[config.mk]
export PLATFORM = sky130hd
export DESIGN_NAME = led7_scan_ctrl
export DESIGN_NICKNAME = d
export VERILOG_FILES = /design/src/rtl/led7_pkg.sv /design/src/rtl/led7_slot_timer.sv /design/src/rtl/led7_scan_ctrl.sv
export SDC_FILE = /design/constraint.sdc
export NUM_CORES = 1
export LEC_CHECK = 0
export CORE_ASPECT_RATIO = 1.4
export CORE_UTILIZATION = 45
export DETAILED_ROUTE_END_ITERATION = 7
export PLACE_DENSITY = 0.67
export SKIP_LAST_GASP = 1
export SLEW_MARGIN = 10
export SYNTH_ARGS = -nofsm -noshare
export SYNTH_HDL_FRONTEND = slang
export SYNTH_SLANG_ARGS = --single-unit
[constraint.sdc]
create_clock -name clk_i -period 1.95 [get_ports clk_i]
set_input_delay 0.39 -clock clk_i [delete_from_list [all_inputs] [get_ports clk_i]]
set_output_delay 0.39 -clock clk_i [all_outputs]
set_load 0.02 [all_outputs]
[src/rtl/led7_pkg.sv]
// Shared constants, types and helpers for the led7 4-digit scan controller.
package led7_pkg;

   localparam logic [7:0] SEG_BLANK = 8'hFF;
   localparam logic [3:0] AN_OFF    = 4'hF;

   // Active-low glyphs, bit order {a,b,c,d,e,f,g,dp}.
   localparam logic [7:0] SEG_0 = 8'h03;
   localparam logic [7:0] SEG_E = 8'h61;

   typedef enum logic {
      BLANK = 1'b0,
      DRIVE = 1'b1
   } state_e;

   typedef logic [1:0] digit_idx_t;

   // XOR of the a..g bits of all four digits; dp bits are excluded.
   function automatic logic frame_parity(input logic [31:0] frame);
      logic p;
      p = 1'b0;
      for (int d = 0; d < 4; d++) begin
         p = p ^ (^frame[d*8+1 +: 7]);
      end
      return p;
   endfunction

endpackage

[src/rtl/led7_slot_timer.sv]
// Slot counter for the led7 scan controller: strobes the end of the blanking
// guard and the end of each digit slot.
module led7_slot_timer #(
   parameter int unsigned SLOT_CYCLES  = 50000,
   parameter int unsigned BLANK_CYCLES = 1000
) (
   input  logic clk_i,
   input  logic rst_i,
   output logic blank_done_o,
   output logic slot_end_o
);

   localparam int unsigned CW = (SLOT_CYCLES > 1) ? $clog2(SLOT_CYCLES) : 1;

   logic [CW-1:0] cnt_q, cnt_d;

   assign blank_done_o = (cnt_q == CW'(BLANK_CYCLES - 1));
   assign slot_end_o   = (cnt_q == CW'(SLOT_CYCLES - 1));

   always_comb begin
      cnt_d = slot_end_o ? '0 : cnt_q + CW'(1);
   end

   // NOTE: sequential state uses non-blocking assignments so every flop
   // samples the pre-edge value of its inputs regardless of block ordering.
   always_ff @(posedge clk_i) begin
      if (rst_i) begin
         cnt_q <= '0;
      end else begin
         cnt_q <= cnt_d;
      end
   end

endmodule

[src/rtl/led7_scan_ctrl.sv]
// 4-digit common-anode 7-segment scan controller with shadowed frame load.
// Optional dp parity indicator enabled by defining LED7_PARITY_EN.
module led7_scan_ctrl
   import led7_pkg::*;
#(
   parameter int unsigned SLOT_CYCLES  = 50000,
   parameter int unsigned BLANK_CYCLES = 1000
) (
   input  logic        clk_i,
   input  logic        rst_i,
   input  logic [31:0] data_i,
   input  logic        load_i,
   output logic        ready_o,
   output logic [7:0]  led7_seg_o,
   output logic [3:0]  led7_an_o,
   output logic        frame_o
`ifdef LED7_PARITY_EN
   ,output logic       parity_o
`endif
);

   logic blank_done;
   logic slot_end;
   logic boundary;

   state_e      state_q,  state_d;
   digit_idx_t  idx_q,    idx_d;
   logic [31:0] active_q, active_d;
   logic [31:0] shadow_q, shadow_d;
   logic        full_q,   full_d;
   logic [7:0]  seg_q,    seg_d;
   logic [3:0]  an_q,     an_d;
   logic        frame_q,  frame_d;
`ifdef LED7_PARITY_EN
   logic        parity_q, parity_d;
`endif

   led7_slot_timer #(
      .SLOT_CYCLES (SLOT_CYCLES),
      .BLANK_CYCLES(BLANK_CYCLES)
   ) u_slot_timer (
      .clk_i       (clk_i),
      .rst_i       (rst_i),
      .blank_done_o(blank_done),
      .slot_end_o  (slot_end)
   );

   assign boundary = slot_end && (idx_q == digit_idx_t'(3));

   // NOTE: every signal gets its default at the top of the block so no path
   // leaves it unassigned, which would otherwise infer a latch.
   always_comb begin
      state_d  = state_q;
      idx_d    = idx_q;
      active_d = active_q;
      shadow_d = shadow_q;
      full_d   = full_q;
      frame_d  = boundary;
      an_d     = AN_OFF;
      seg_d    = SEG_BLANK;
`ifdef LED7_PARITY_EN
      parity_d = parity_q;
`endif

      case (state_q)
         BLANK:   if (blank_done) state_d = DRIVE;
         DRIVE:   if (slot_end)   state_d = BLANK;
         default: state_d = BLANK;
      endcase

      if (slot_end) begin
         idx_d = idx_q + digit_idx_t'(1);
      end

      // A full shadow can never coincide with an accept, so the swap and the
      // capture below are mutually exclusive within one cycle.
      if (boundary && full_q) begin
         active_d = shadow_q;
         full_d   = 1'b0;
`ifdef LED7_PARITY_EN
         parity_d = frame_parity(shadow_q);
`endif
      end

      if (load_i && !full_q) begin
         shadow_d = data_i;
         full_d   = 1'b1;
      end

      // Pins follow the current state, so they lag the state change by a cycle.
      if (state_q == DRIVE) begin
         an_d  = ~(4'b0001 << idx_q);
         seg_d = active_q[{idx_q, 3'b000} +: 8];
`ifdef LED7_PARITY_EN
         if ((idx_q == digit_idx_t'(0)) && parity_q) begin
            seg_d[0] = 1'b0;
         end
`endif
      end
   end

   // NOTE: the shadow data is reset along with its valid flag; it is small
   // enough that clearing it costs nothing and keeps reset state fully known.
   always_ff @(posedge clk_i) begin
      if (rst_i) begin
         state_q  <= BLANK;
         idx_q    <= '0;
         active_q <= 32'hFFFF_FFFF;
         shadow_q <= 32'hFFFF_FFFF;
         full_q   <= 1'b0;
         seg_q    <= SEG_BLANK;
         an_q     <= AN_OFF;
         frame_q  <= 1'b0;
`ifdef LED7_PARITY_EN
         parity_q <= 1'b0;
`endif
      end else begin
         state_q  <= state_d;
         idx_q    <= idx_d;
         active_q <= active_d;
         shadow_q <= shadow_d;
         full_q   <= full_d;
         seg_q    <= seg_d;
         an_q     <= an_d;
         frame_q  <= frame_d;
`ifdef LED7_PARITY_EN
         parity_q <= parity_d;
`endif
      end
   end

   assign ready_o    = ~full_q;
   assign led7_seg_o = seg_q;
   assign led7_an_o  = an_q;
   assign frame_o    = frame_q;
`ifdef LED7_PARITY_EN
   assign parity_o   = parity_q;
`endif

endmodule

== Word-level counts from Yosys, hierarchy flattened ==
Index checks and enable logic that the tools add are counted.

* Bits in registers: 97
* Output and inout port bits: 14
* Word-level logic and storage cells: 31

* Add/sub/neg operators: 2
* Equality and inequality tests: 3
* Shifts and indexed selects: 2
* Mux-type cells: 5
* Bitwise logic cells: 3
* Reduce and logical (&&, ||, !) cells: 7

{| class="wikitable"
|+ Operators by type and width
! operator !! number
|-
| 32-bit by 6-bit indexed part select with 8-bit output || 1
|-
| 16-bit by 1-bit adder with 16-bit output, second input constant || 1
|-
| 16-bit by 10-bit equality test with 1-bit output, second input constant || 1
|-
| 16-bit equality test, second input constant || 1
|-
| 1-bit 2-to-1 mux || 4
|-
| 4-bit inverter || 1
|-
| 2-bit OR reduction || 2
|-
| 1-bit by 2-bit << shifter with 4-bit output, first input constant || 1
|-
| 1-bit logical AND || 3
|-
| 2-bit by 1-bit adder with 2-bit output, second input constant || 1
|-
| 2-bit equality test, second input constant || 1
|-
| 1-bit inverter || 2
|-
| 1-bit case mux with 2 select lines || 1
|-
| 2-bit nonzero test || 1
|-
| 1-bit logical NOT || 1
|}

== Depth between registers and ports, before layout ==
* Depth after elaboration: 5
* Depth in mapped cells: 7
* Mapped depth without buffers: 5

== Modules after synthesis ==
Synthesis repeated with hierarchy kept, for this count alone.

* Cells, all modules: 422
* Area, all modules: 4136.5 µm²

{| class="wikitable"
|+ By module, submodules not included
! module !! instances !! cells an instance !! area an instance (µm²) !! seq. area each (µm²)
|-
| led7_scan_ctrl || 1 || 333 || 3358.2 || 1621.6
|-
| led7_slot_timer || 1 || 89 || 778.2 || 320.3
|}

== Worst setup path after synthesis ==
OpenSTA, ideal clock, no wires.

* Path type: register -> register
* Start point: reg u_slot_timer.cnt_q[4]
* End point: reg active_q[0]
* Setup time: 72 ps
* Arrival time: 1723 ps
* Data required time: 1878 ps
* Path slack: 155 ps
* Cell stages (with the launch flop): 7
* Clock period less this slack: 1795 ps
* Path through: dfxtp_1 or4_4 nor3_4 and3_1 buf_6 buf_6 mux2i_1

* Word-level cells in the longest chain between the ends: 3

{| class="wikitable"
|+ Ends and longest elaborated chain
! item !! RTL line !! text
|-
| start: declaration || led7_slot_timer.sv:15 || <nowiki>logic [CW-1:0] cnt_q, cnt_d;</nowiki>
|-
| start signal: assignment || led7_slot_timer.sv:30 || <nowiki>cnt_q <= cnt_d;</nowiki>
|-
| 16-bit equality test || led7_slot_timer.sv:18 || <nowiki>assign slot_end_o = (cnt_q == CW'(SLOT_CYCLES - 1));</nowiki>
|-
| 1-bit logical AND || led7_scan_ctrl.sv:48 || <nowiki>assign boundary = slot_end && (idx_q == digit_idx_t'(3));</nowiki>
|-
| 1-bit logical AND || led7_scan_ctrl.sv:77 || <nowiki>if (boundary && full_q) begin</nowiki>
|-
| end signal: assignment || led7_scan_ctrl.sv:120 || <nowiki>active_q <= active_d;</nowiki>
|-
| end: declaration || led7_scan_ctrl.sv:28 || <nowiki>logic [31:0] active_q, active_d;</nowiki>
|}

No other way between the ends.
A chain may end at the register's enable or synchronous reset.

== Worst setup path in the final report ==
* Start point: reg u_slot_timer.cnt_q[4]
* End point: reg active_q[15]

The elaborated chain is that of the path after synthesis.

==> metrics.log <==
[metrics] Setup crit end kind: flip-flop
[metrics] Final Max Tran Viols: 0
[metrics] DRC violation count after routing: 0
[metrics] data required time of the critical path: 2.21 ns
[metrics] count of different cell masters after synthesis: 37
[metrics] share of cells above drive strength 1: 9.80%
[metrics] ys async rst share: 0%
[metrics] number of nets in the layout: 486
[metrics] Min Clock Period, post-route: 1.83 ns
[metrics] final period utilization: 93.6%
[metrics] VDD IR max: 482 µV
[metrics] Final Hold Viols: 0
[metrics] setup repair after global routing missed its margin: no
[metrics] core area: 0.00856 mm²
[metrics] max-cap violation count: 0
[metrics] highest cell delay on the worst timing path: 0.56 ns
[metrics] post-place instance area: 0.00459 mm²
[metrics] top cells by area in the synthesized netlist: dfxtp_1 49%, a211o_1 7.1%, nor2_1 6.0%
[metrics] power density over the cells: 855 mW/mm²
[metrics] Die Wd: 81.1 µm
[metrics] count of routing violations after the opening detailed-route iteration: 163
[metrics] post-route ant nets: 0
[metrics] global placer's final weighted congestion: 0.774
[metrics] Worst setup startpoint: u_slot_timer.cnt_q[4]
[metrics] Multi-input gate area: 0.00180 mm²
[metrics] largest net degree at the start of global routing: 65
[metrics] wire length of the first global-routing pass: 13100 µm
[metrics] remaining global-route overflow: 0
[metrics] fill count: 762
[metrics] worst setup path endpoint: active_q[15]
[metrics] PnR worst setup slack: 0.125 ns
[metrics] cell family with the largest share of critical-path delay: simple AND/OR/NAND/NOR gates
[metrics] relative area change from synthesis to final layout: 24.8%
[metrics] global router's overall resource usage: 19.0%
[metrics] Max Root-Sink Buffers: 2
[metrics] Warnings, synthesis: 0
[metrics] total number of vias: 2879
[metrics] CTS tree: done
[metrics] launch point of the worst reg-to-reg path: u_slot_timer.cnt_q[4]
[metrics] per-cell via count in the routed design: 5.20
[metrics] status: completed
[metrics] CTS clk-pin slew, worst paths: 0.06 ns
[metrics] CTS H-Tree Depth: 3
[metrics] category of the worst setup path launch point: flip-flop
[metrics] number of buffers inserted by port buffering: 48
[metrics] Peak Freq: 0.548 GHz
[metrics] static leakage: 1.81 nW
[metrics] vias in the first global route: 2710
[metrics] FP Rows: 40
[metrics] Crit Path Max Fanout: 16
[metrics] cell area after technology mapping: 0.00395 mm²
[metrics] CP Data Arrival Time: 2.09 ns
[metrics] initial cell density of the core: 46.1%
[metrics] slack of the worst reg-to-reg path: 0.12 ns
[metrics] headroom to the max-slew limit: 68.1%
[metrics] clock root buffer: clkbuf_16
[metrics] Clk Latency, worst-skew pair: 0.34 ns
[metrics] measured slew at the worst slew-check pin: 0.478 ns
[metrics] DRT Pass-1 Iters: 5
[metrics] post-route cell area: 0.00492 mm²
[metrics] clock buffer count from CTS: 9
[metrics] setup TNS after final layout: 0 ns
[metrics] area occupied by registers: 0.00194 mm²
[metrics] post-placement setup slack: 0.117 ns
[metrics] antenna violations before repair: 0
[metrics] number of cells on the worst reg-to-reg path: 5
[metrics] ANT cells: 0
[metrics] # clock sinks: 97
[metrics] Routed WL: 8060 µm
[metrics] Critical R2R Capture: active_q[15]
[metrics] final setup violating endpoints: 0
[metrics] critical path depth in cells: 5
[metrics] number of top-level design ports: 49
[metrics] detailed placement HPWL: 5510 µm
[metrics] share of Yosys cell area claimed by the top area cell type: 49.2%
[metrics] worst setup skew after layout: 0.00688 ns
[metrics] cell-by-cell trace of the critical path: or4_4, nor3_4, and3_2, buf_12, mux2i_1
[metrics] kind of critical path: reg2reg
[metrics] cell count after synthesis: 398
[metrics] flip-flop and latch count after synthesis: 97
[metrics] most frequently used flop master after synthesis: dfxtp_1
[metrics] slowest CP cell: or4_4
[metrics] DIE AREA: 0.00915 mm²
[metrics] height of the die: 113 µm
[metrics] Routed WL per cell: 14.6 µm
[metrics] Buf+Inv Stages, Crit Path: 1
[metrics] number of synthesized flops with an enable pin: 0
[metrics] number of nets produced by synthesis: 439
[metrics] dominant cell by count in the synthesized netlist: dfxtp_1
[metrics] biggest area consumer among synthesized cells: dfxtp_1
[metrics] most common library cells after synthesis: 97 x dfxtp_1, 63 x nor2_1, 33 x nor2b_1, 32 x a211o_1, 21 x mux2i_1
[metrics] sequential area share after synthesis: 49.2%
[metrics] syn_area_per_cell: 9.91 µm²
[metrics] Worst Hold Class: reg2reg
-- cell usage in the layout (no fill, tap or decap), types with 2 or more instances in the layout --
cell type,instances
nand2_1,10
mux4_2,8
a41oi_1,11
or3_1,9
nor4_1,6
clkbuf_1,2
buf_12,4
a21oi_1,2
nor2b_1,32
nor2_1,63
xor2_1,2
o21ai_1,11
a211o_1,32
o21ai_0,2
nand4_1,4
mux2i_1,21
clkdlybuf4s50_1,47
nor3_1,4
dfxtp_1,97
nand3_1,7
clkbuf_16,10
bufinv_16,2
buf_4,12
ha_1,6
inv_1,18
xnor2_1,12
-- final cells by class --
cell class	instances	area share, %
clock inverters	3	1.32
inverters	18	1.37
flip-flops and latches	97	39.4
clock buffers	12	5.01
multi-input cells	254	36.6
repair buffers	65	13.6
well taps	105	2.67
-- metal layers --
metal | global-route usage (%) | part of all wire [%] | up-vias
li1 | - | - | 1477
met1 | 22.9 | 45 | 1340
met2 | 31.9 | 51 | 51
met3 | 4.11 | 2.7 | 11
met4 | 8.33 | 1.9 | 0
met5 | 0 | 0 | -
-- flip-flops by register name, indices dropped and copies added, names as in the netlist, 2 cells and up --
signal              count
active_q               32
shadow_q               32
u_slot_timer.cnt_q     16
led7_seg_o              8
led7_an_o               4
idx_q                   2
-- how the worst min path moves through the flow --
stage	start	to	slack [ns]	cells past startpoint
floorplan	active_q[8]	active_q[8]	0.43	2
global placement	active_q[7]	active_q[7]	0.44	2
detailed placement	active_q[6]	active_q[6]	0.45	2
CTS	active_q[6]	active_q[6]	0.46	2
global route	active_q[8]	active_q[8]	0.47	2
finish	active_q[6]	active_q[6]	0.46	2
-- where the power goes --
group          total (W)  internal, W  switching [W]  leakage [nW]
Clock            0.00185      0.00115       0.000698         0.153
Sequential       0.00207      0.00204      0.0000331         0.792
Combinational   0.000287     0.000164       0.000123         0.865
-- worst min-delay path, stage by stage, from the launching register on --
cell,delay (ns)
dfxtp_1,0.31
inv_1,0.04
o21ai_1,0.06
-- per-stage QoR --
stage	power [W]	utilization (%)	hold slack [ns]	instances
after floorplan	0.00228	-	0.429	398
after global placement	0.00240	53.6	0.442	538
after detailed placement	0.00241	53.6	0.447	538
after CTS	0.00425	57.2	0.461	553
after global routing	0.00437	57.5	0.471	554
final	0.00421	57.5	0.457	554
-- cell families (layout without fill, tap and decap cells) --
kind of cell | after synthesis | count (layout) | share of synthesized area [%]
AO/OA/AOI/OAI | 60 | 60 | 11.8
XOR/XNOR | 14 | 14 | 3.11
adder cells (fa/ha/maj) | 6 | 6 | 1.90
buffers and inverters | 47 | 98 | 5.33
flip-flops | 97 | 97 | 49.2
multiplexers | 29 | 29 | 9.90
AND/OR/NAND/NOR | 145 | 145 | 18.7
-- what timing repair did --
action,in CTS,in global routing
resized for setup,0,1
hold buffers,0,0
setup buffers,0,0
setup endpoints to repair,0,1
(Power assumes the default switching activity.)
==> variant 1: new RTL, config.mk and constraints unchanged <==
Register the output `led7_seg_o` once more, with the module's reset; this adds one clock of latency there. The other outputs are not delayed to match.
--- a/src/rtl/led7_scan_ctrl.sv
+++ b/src/rtl/led7_scan_ctrl.sv
@@ -132,3 +132,9 @@
    assign ready_o    = ~full_q;
-   assign led7_seg_o = seg_q;
+   always_ff @(posedge clk_i) begin
+      if (rst_i) begin
+         led7_seg_o <= '0;
+      end else begin
+         led7_seg_o <= seg_q;
+      end
+   end
    assign led7_an_o  = an_q;
Formal check against the unedited RTL: not equivalent (a bounded check fails within 4 cycles, from zero or initial values and one cycle with rst_i high).
==> variant 1 against the original RTL <==
  * Via count up 3.4%
  * Synthesized area is 5.7% higher
  * Highest routed layer unchanged
  * Critical endpoint is now active_q[26]
  * Final area increased by 3.8%
  * Sequential cell count increased by 8
  * Total power is 1.9% higher
  * Combinational power up 14%
  * Non-clock buffer count decreased by 2
  * Routed wire length increased by 0.12%
  * Critical path type unchanged
  * Utilization down 0.93 points
  * Maximum frequency down 1.1%
  * Setup slack worse by 0.021 ns
  * Largest power group unchanged
==> variant 1: results <==
[synth]
async_reset_ff_frac = 0
synth_cell_types = 39
ys_seq_area_frac = 0.504
syn_nets = 458
synth_area_leaders = dfxtp_1 50%, a211o_1 6.7%, nor2b_1 6.2%, nor2_1 5.5%, mux2i_1 5.0%
synthTopCellsByCount = 105 x dfxtp_1, 61 x nor2_1, 41 x nor2b_1, 32 x a211o_1, 22 x clkbuf_1

[worst_hold_path]
hold_path.class = register to register

[global_routing]
grt_pass1_vias = 2931
grt_pass1_wl_um = 13700
grt_max_degree = 43
grt_util_all_layers = 0.179

[route]
drtIter0Drc = 153
via_per_inst = 5.21
firstDrtPassIters = 4
wl_per_cell_um = 14.1

[power]
p_leak_nw = 1.87
ir_drop_v = 0.000695

[finish]
layout-drive-gt1-share = 0.0925
nets = 502
n_fill_cell = 814

[timing]
clock_skew_ns = 0.00492
tightest_slew_ns = 0.617

[setup_path]
critPathMaxFanout = 33
cp.arrival_ns = 2.11

[placed_design]
hpwl_um = 5510
gp_congestion = 0.795

[clock_network]
numCtsBuffers = 9

[outcome]
status = completed
[variant 1: worst paths after layout]
path	slack [ns]	end	start	cells after the start
max	0.10	active_q[26]	u_slot_timer.cnt_q[4]	5
min reg2reg	0.44	led7_seg_o[4]	seg_q[4]	1
min	0.44	led7_seg_o[4]	seg_q[4]	1
max reg2reg	0.10	active_q[26]	u_slot_timer.cnt_q[4]	5
[variant 1: area by class of cell]
type	count	area, um2	area share
multi-input cells	264	1860	0.364
inverters	18	67.6	0.0132
well taps	107	134	0.0262
repair buffers	63	663	0.130
clock inverters	2	12.5	0.00245
flip-flops and latches	105	2100	0.411
clock buffers	13	270	0.0529
[variant 1: cell families (layout without fill, tap and decap cells)]
family,count (synthesis),in the layout,share of synthesized area
compound gates,62,62,0.114
simple gates,154,154,0.192
buf+inv,48,96,0.0513
mux,29,29,0.0936
flops,105,105,0.504
fa+ha+maj,6,6,0.0180
xor+xnor,13,13,0.0273
[variant 1: per-layer routing]
layer  up-vias  track usage  share of wire
met2        51        0.311           0.51
met4         0       0.0586          0.012
li1       1526            -              -
met1      1394        0.217           0.44
met5         -            0              0
met3         7       0.0470          0.033
[variant 1: power breakdown]
| part | switching [mW] | internal [mW] |
|---|---|---|
| clock | 0.751 | 0.962 |
| combinational | 0.140 | 0.186 |
| sequential | 0.0380 | 2.21 |
| total | 0.929 | 3.36 |
[variant 1: per-stage QoR]
stage               cell area, um2  worst slack, ns  cells  hold slack (ns)
finish                        5110            0.104    572            0.436
global route                  5110          0.00874    572            0.464
CTS                           5110            0.106    572            0.438
detailed placement            4830            0.120    557            0.423
global placement              4830            0.173    557            0.424
floorplan                     4170            0.155    417            0.414
[variant 1: critical path: stages (launching register included)]
cell and delay (ns):
dfxtp_1 0.34, or4_4 0.56, nor3_4 0.18, and3_1 0.22, buf_12 0.23, mux2i_1 0.22
==> variant 2: new RTL, same settings <==
Without the edit above. Build with the macro `LED7_PARITY_EN` defined.
--- a/src/rtl/led7_scan_ctrl.sv
+++ b/src/rtl/led7_scan_ctrl.sv
@@ -2,2 +2,4 @@
 // Optional dp parity indicator enabled by defining LED7_PARITY_EN.
+`define LED7_PARITY_EN
+
 module led7_scan_ctrl
Check against the original RTL (old outputs only; new: parity_o): no difference found for any inputs over 10 cycles, from zero or initial values and one cycle with rst_i high; that may be too few to reach the edited logic, so the function may still have changed.
==> variant 2 against the original RTL <==
  * Total power is 7.6% higher
  * Non-clock buffer count increased by 6
  * Combinational power up 84%
  * Synthesized area is 3.6% higher
  * First-iteration DRC count is 39% lower
  * Sequential share of layout area fell by 1.2 points
  * Cell count unchanged
  * Setup slack got worse by 0.021 ns
  * Clock skew decreased by 0.00059 ns
  * Sequential cell count up 1
  * Routed wire length grew 2.7%
  * Critical path depth grew 1
  * Final area grew 4.1%
  * Critical path type unchanged
  * Highest routed layer unchanged
==> variant 2: results <==
[outcome]
status = completed

[timing]
tightest_slew_ns = 0.435
holdWs_ns = 0.449
period_share = 0.947
clock_skew_ns = 0.00629

[power]
ir_drop_v = 0.000595
p_leak_nw = 1.85

[finish]
diodes = 0
seq_share = 0.383
n_all_inverters = 7
final_util = 0.589
multi_input_area_mm2 = 0.00199
nonClkBufAreaFrac = 0.137
num-multi-input-gates = 257
nets = 485
n_fill_cell = 782
buffers = 71
clk_share = 0.0622
nClkBuffers = 10

[clock_network]
clock_sinks = 98

[placed_design]
gp_congestion = 0.778
place_area_mm2 = 0.00481
hpwl_um = 5680
port_buffers = 49

[setup_path]
critPathMaxFanout = 38
r2r_cells = 6
reg2reg_from = u_slot_timer.cnt_q[0]
slowest_delay_ns = 0.43
cp.arrival_ns = 2.07
ff2ff_setup_slack_ns = 0.10
reg2reg_to = active_q[2]

[synth]
synth_area_leaders = dfxtp_1 48%, a211o_1 14%, nor2b_1 10%, xnor2_1 6.9%, mux4_2 4.4%
synth_cell_types = 30
synth_top_area_frac = 0.480
syn_nets = 431
ys_seq_area_frac = 0.480
synth.avg_cell_area_um2 = 10.5

[global_routing]
use_met2 = 0.335
grt_util_all_layers = 0.195
grt_max_degree = 45
grt_pass1_wl_um = 13600
met3_usage = 0.0524
met1_usage = 0.230

[route]
drtIter0Drc = 100
wl_per_cell_um = 14.9
wl_met2_um = 4300
vias = 2844
wl_met3_um = 222

[worst_hold_path]
min_to = state_q
whs_path_depth = 4
hp-start = rst_i
hold_path.class = primary input to register
variant 2: cell count changes after synthesis, moves of 20 or more:
cell | unedited run | this run
mux2i_1 | 21 | 1
xnor2_1 | 12 | 32
nor2b_1 | 33 | 66
nor2_1 | 63 | 25
a211o_1 | 32 | 64
variant 2: cells by family after synthesis:
family | count (synthesis) | synth area share
simple gates | 136 | 0.184
xor+xnor | 40 | 0.0924
fa+ha+maj | 6 | 0.0184
buf+inv | 35 | 0.0379
compound gates | 66 | 0.141
flops | 98 | 0.480
mux | 9 | 0.0465
variant 2: worst register-to-register path, cell delays in order, from the launching register on:
cell	delay (ns)
dfxtp_1	0.37
ha_1	0.20
nand3_1	0.14
nor4_4	0.43
buf_12	0.25
nor2b_1	0.07
a211o_1	0.27
variant 2: power breakdown:
part           switching (mW)  total (mW)  leakage, nW  internal, mW
Combinational           0.206       0.527        0.887         0.321
Clock                   0.734        1.88        0.162          1.15
Sequential             0.0565        2.12        0.800          2.06
